<file path="config.mk">
export PLATFORM = sky130hd
export DESIGN_NAME = debounce_pulse_flat
export DESIGN_NICKNAME = d
export VERILOG_FILES = /design/src/rtl/debounce_pkg.sv /design/src/rtl/debounce_pulse_if.sv /design/src/rtl/btn_sync.sv /design/src/rtl/debounce_pulse.sv /design/src/flat_wrapper.sv
export SDC_FILE = /design/constraint.sdc
export NUM_CORES = 1
export LEC_CHECK = 0
export BUFFER_PORTS_ARGS = -buffer_cell sky130_fd_sc_hd__buf_2
export CAP_MARGIN = 15
export CORE_AREA = 4 4 41 43
export DETAILED_ROUTE_END_ITERATION = 12
export DIE_AREA = 0 0 45 47
export HOLD_SLACK_MARGIN = 0.08
export SLEW_MARGIN = 10
export SYNTH_ARGS = -nofsm -noshare
export SYNTH_HDL_FRONTEND = slang
export SYNTH_HIERARCHICAL = 1
export SYNTH_SLANG_ARGS = --single-unit
</file>
<file path="constraint.sdc">
create_clock -name clk -period 1.87 [get_ports clk]
set_clock_uncertainty 0.2 [all_clocks]
set_input_delay 0.187 -clock clk [delete_from_list [all_inputs] [get_ports clk]]
set_output_delay 0.187 -clock clk [all_outputs]
set_load 0.01 [all_outputs]
</file>
<file path="src/rtl/debounce_pkg.sv">
// Shared types and sizing helpers for the push-button debouncer.
// The optional DEBOUNCE_PULSE_AUTOREPEAT_EN build widens the counter to cover the repeat period.
package debounce_pkg;

    typedef enum logic [1:0] {
        IDLE      = 2'd0,
        WAIT_HIGH = 2'd1,
        PRESSED   = 2'd2,
        WAIT_LOW  = 2'd3
    } state_t;

    // The repeat period only sizes the counter when autorepeat is built in.
    function automatic int cnt_width(input int stable_cycles,
                                     input int repeat_cycles,
                                     input bit repeat_on);
        int span;
        span = stable_cycles;
        if (repeat_on && (repeat_cycles > span)) begin
            span = repeat_cycles;
        end
        return $clog2(span + 1);
    endfunction

endpackage

</file>
<file path="src/rtl/debounce_pulse_if.sv">
// Button-side bundle of the debouncer: raw pin in, one-cycle enable pulse and debounced level out.
interface debounce_pulse_if;

    logic btn_in;
    logic x;
    logic level;

    modport master (
        output btn_in,
        input  x,
        input  level
    );

    modport slave (
        input  btn_in,
        output x,
        output level
    );

endinterface

</file>
<file path="src/rtl/btn_sync.sv">
// Multi-flop synchronizer for an asynchronous pin; output follows the input SYNC_STAGES edges later.
module btn_sync #(
    parameter int SYNC_STAGES = 2
) (
    input  logic clk,
    input  logic rst_n,
    input  logic d,
    output logic q
);

    logic [SYNC_STAGES-1:0] chain;

    always_ff @(posedge clk or negedge rst_n) begin
        if (!rst_n) begin
            chain <= '0;
        end else begin
            chain <= {chain[SYNC_STAGES-2:0], d};
        end
    end

    assign q = chain[SYNC_STAGES-1];

endmodule

</file>
<file path="src/rtl/debounce_pulse.sv">
// Debounces a raw push-button into a registered level and a one-cycle count-enable pulse x.
// Define DEBOUNCE_PULSE_AUTOREPEAT_EN to re-issue x every REPEAT_CYCLES while the button is held.
module debounce_pulse
    import debounce_pkg::*;
#(
    parameter int SYNC_STAGES   = 2,
    parameter int STABLE_CYCLES = 4,
    parameter int REPEAT_CYCLES = 8
) (
    input  logic             clk,
    input  logic             rst_n,
    debounce_pulse_if.slave  bus
);

`ifdef DEBOUNCE_PULSE_AUTOREPEAT_EN
    localparam bit REPEAT_ON = 1'b1;
`else
    localparam bit REPEAT_ON = 1'b0;
`endif

    localparam int CNT_W = cnt_width(STABLE_CYCLES, REPEAT_CYCLES, REPEAT_ON);

    localparam logic [CNT_W-1:0] CNT_ONE     = CNT_W'(1);
    localparam logic [CNT_W-1:0] STABLE_LAST = CNT_W'(STABLE_CYCLES - 1);
`ifdef DEBOUNCE_PULSE_AUTOREPEAT_EN
    localparam logic [CNT_W-1:0] REPEAT_LAST = CNT_W'(REPEAT_CYCLES - 1);
`endif

    logic             s;
    state_t           state;
    logic [CNT_W-1:0] cnt;
    logic             x_q;
    logic             level_q;

    btn_sync #(
        .SYNC_STAGES (SYNC_STAGES)
    ) u_sync (
        .clk   (clk),
        .rst_n (rst_n),
        .d     (bus.btn_in),
        .q     (s)
    );

    // x defaults low every cycle so a pulse can never last more than one cycle.
    always_ff @(posedge clk or negedge rst_n) begin
        if (!rst_n) begin
            state   <= IDLE;
            cnt     <= '0;
            x_q     <= 1'b0;
            level_q <= 1'b0;
        end else begin
            x_q <= 1'b0;
            case (state)
                IDLE: begin
                    if (s) begin
                        state <= WAIT_HIGH;
                        cnt   <= CNT_ONE;
                    end
                end
                WAIT_HIGH: begin
                    if (!s) begin
                        state <= IDLE;
                        cnt   <= '0;
                    end else if (cnt == STABLE_LAST) begin
                        state   <= PRESSED;
                        cnt     <= '0;
                        level_q <= 1'b1;
                        x_q     <= 1'b1;
                    end else begin
                        cnt <= cnt + CNT_ONE;
                    end
                end
                PRESSED: begin
                    if (!s) begin
                        state <= WAIT_LOW;
                        cnt   <= CNT_ONE;
                    end
`ifdef DEBOUNCE_PULSE_AUTOREPEAT_EN
                    // Reaching REPEAT_LAST marks REPEAT_CYCLES edges since the previous pulse.
                    else if (cnt == REPEAT_LAST) begin
                        x_q <= 1'b1;
                        cnt <= '0;
                    end else begin
                        cnt <= cnt + CNT_ONE;
                    end
`endif
                end
                WAIT_LOW: begin
                    if (s) begin
                        state <= PRESSED;
                        cnt   <= '0;
                    end else if (cnt == STABLE_LAST) begin
                        state   <= IDLE;
                        cnt     <= '0;
                        level_q <= 1'b0;
                    end else begin
                        cnt <= cnt + CNT_ONE;
                    end
                end
                default: begin
                    state <= IDLE;
                    cnt   <= '0;
                end
            endcase
        end
    end

    assign bus.x     = x_q;
    assign bus.level = level_q;

endmodule
</file>
<file path="src/flat_wrapper.sv">
// flat-port wrapper written by rule: the top's interface ports become plain ports
module debounce_pulse_flat import debounce_pkg::*;
#(
    parameter int SYNC_STAGES   = 2,
    parameter int STABLE_CYCLES = 4,
    parameter int REPEAT_CYCLES = 8
)
  (clk, rst_n, bus_btn_in, bus_x, bus_level);
  debounce_pulse_if bus_i ();
  input  logic clk;
  input  logic rst_n;
  input wire logic [$bits(bus_i.btn_in)-1:0] bus_btn_in;
  output wire logic [$bits(bus_i.x)-1:0] bus_x;
  output wire logic [$bits(bus_i.level)-1:0] bus_level;
  assign bus_i.btn_in = bus_btn_in;
  assign bus_x = bus_i.x;
  assign bus_level = bus_i.level;
  debounce_pulse #(.SYNC_STAGES(SYNC_STAGES), .STABLE_CYCLES(STABLE_CYCLES), .REPEAT_CYCLES(REPEAT_CYCLES)) u_core (.clk(clk), .rst_n(rst_n), .bus(bus_i));
endmodule
</file>
==> flow_summary.ini <==
[outcome]
status = completed

[logic_synthesis]
ys_seq_area_share_pct = 61.4
synth_area_leader_cell = dfrtp_1
synth_top_area_share_pct = 61.4
syn_area_um2 = 367
yosys_register_bits = 9
synth.area.top_cells = dfrtp_1, o21ai_0, o21a_1
ys_warn_count = 6
syn_avg_cell_area_um2 = 11.8
netlist-cell-type-count = 16
postSynthCellCount = 31
syn_nets = 35

[global_route]
antenna_found_initial = 0
first_global_vias = 232
gr-total-overflow = 0
grt_max_degree = 10
grt_pass1_wl_um = 1060
grt_usage_pct = 8.21

[final_layout]
final_layout_size_suffix_gt1_share_pct = 20.0
finalNonFillerCells = 55
design_area_um2 = 447
final.fill_count = 134
n_antenna_cell = 0
area_delta_synth_final_pct = 21.8
mostFrequentLayoutCell = dfrtp_1
final_cell_mix = dfrtp_1, buf_2, o21ai_0, clkbuf_4, nand2_1
nNetsFinal = 45

[sta]
setup_viol = 0
holdWs_ns = 0.0997
final.period_utilization_pct = 75.3
tightestPinTransition_ns = 0.290
fin_crit_ns = 1.41
max_freq_ghz = 0.710
setup_tns_ns = 0
rsz0062_at_grt = no
final_max_slew_viol_count = 0
hold_violations = 0
slew_headroom_pct = 80.5

[worst_setup_path]
path_max_fanout = 5
worstSetupStartpointType = register
critical_path_class = register to register
r2r_cells = 4
r2r_slack_ns = 0.46
worst_setup_path_end_kind = register
cp_cell_sequence = ha_1, and2b_1, a31oi_1, o21ai_0
cp.arrival_ns = 1.35
cp-startpoint = u_core/cnt[0]$_DFFE_PN0P_
reg2reg_to = u_core/bus.level$_DFFE_PN0P_
worst_path_largest_cell_delay_ns = 0.39
path_buf_inv = 0
rr_startpoint = u_core/cnt[0]$_DFFE_PN0P_
critical_path.top_delay_family = flip-flops
slowest_stage = dfrtp_1
cp.required_ns = 1.81

[clock_network]
cts-resized-gates = 0
cts_max_level = 1
cts_buffers = 3
clk_pin_slew_ns = 0.06
clockBufferDepth = 2
cts_tree = built
clock_sinks = 9
insertion_delay_ns = 0.26
root_buffer = clkbuf_4
hold_buffers = 2
cts_setup_buffers = 0

[drt]
ant_nets = 0
firstDrtPassIters = 1
viasPerCell = 4.55
met2_length_um = 288
wl_met1_um = 270
wl_per_cell_um = 11.4
wl_um = 626
dr_wl_met3_um = 28
top_layer = met4
vias = 250
remaining_drc_errors = 0
dr.first_iter.drc_count = 0

[floorplan]
ioPinCount = 5
die_area_mm2 = 0.00212
start_util_pct = 28.2
die_h_um = 47
core_mm2 = 0.00130
row_count = 13
die_w_um = 45

[power]
ir_drop_v = 0.000457
leakage_nw = 0.203
power.density_mw_per_mm2 = 1300

[placement]
dpl.cell_count = 49
finalWeightedCongestion = 0.757
port-buffer-count = 4
dpl-instance-area_um2 = 400

[run]
max_cap_viol_count = 0

[min_path]
hold_path_class = input pin to asynchronous set/reset pin
worst max-delay path by stage:
stage | depth (start not counted) | to | slack [ns]
2_1_floorplan | 4 | u_core/bus.level$_DFFE_PN0P_ | 0.54
3_3_place_gp | 4 | u_core/bus.level$_DFFE_PN0P_ | 0.48
3_5_place_dp | 4 | u_core/bus.level$_DFFE_PN0P_ | 0.46
4_1_cts | 4 | u_core/bus.level$_DFFE_PN0P_ | 0.46
5_1_grt | 4 | u_core/cnt[1]$_DFFE_PN0P_ | 0.41
6_report | 4 | u_core/bus.level$_DFFE_PN0P_ | 0.46
per-stage QoR:
step	total power [mW]	setup WS (ns)	utilization [%]
floorplan	0.400	0.540	-
global placement	0.427	0.484	30.8
detailed placement	0.433	0.463	30.8
CTS	0.591	0.456	34.3
global route	0.633	0.405	34.3
finish	0.582	0.462	34.3
final cells by class:
cell class	count	area [um2]	area share, %
sequential	9	225	50.4
clock buffer	4	26.3	5.88
multi-input combinational	21	136	30.5
timing repair buffer	6	40.0	8.96
tap	15	18.8	4.20
routing by layer:
layer	track usage, %	vias to the layer above
met1	8.18	112
met4	12.3	0
met2	10.7	6
met3	3.45	5
met5	0	-
li1	-	127
kinds of logic (layout without fill, tap and decap cells):
group,count (synthesis),in the layout,share of synthesized area (%)
buffers and inverters,1,10,1.36
AND/OR/NAND/NOR,10,10,16.4
XOR/XNOR,2,2,4.78
flip-flops,9,9,61.4
adder cells (fa/ha/maj),1,1,3.41
AO/OA/AOI/OAI,8,8,12.6
power breakdown:
group / leakage [nW] / total (mW) / switching, mW / internal [mW]
logic: 0.0789 / 0.140 / 0.0718 / 0.0687
clock network: 0.0150 / 0.149 / 0.0669 / 0.0822
registers: 0.109 / 0.292 / 0.0541 / 0.238
cell usage after synthesis:
master,count
o21a_1,2
xor2_1,1
dfrtp_1,9
a31oi_1,1
buf_2,1
xnor2_1,1
nand3_1,1
and2b_1,1
o21ai_0,4
nor3b_2,1
nor2_1,2
a21oi_1,1
ha_1,1
nand2_1,3
nand4b_1,1
nand3b_1,1
Note: power is estimated with default switching activity, not from simulation.
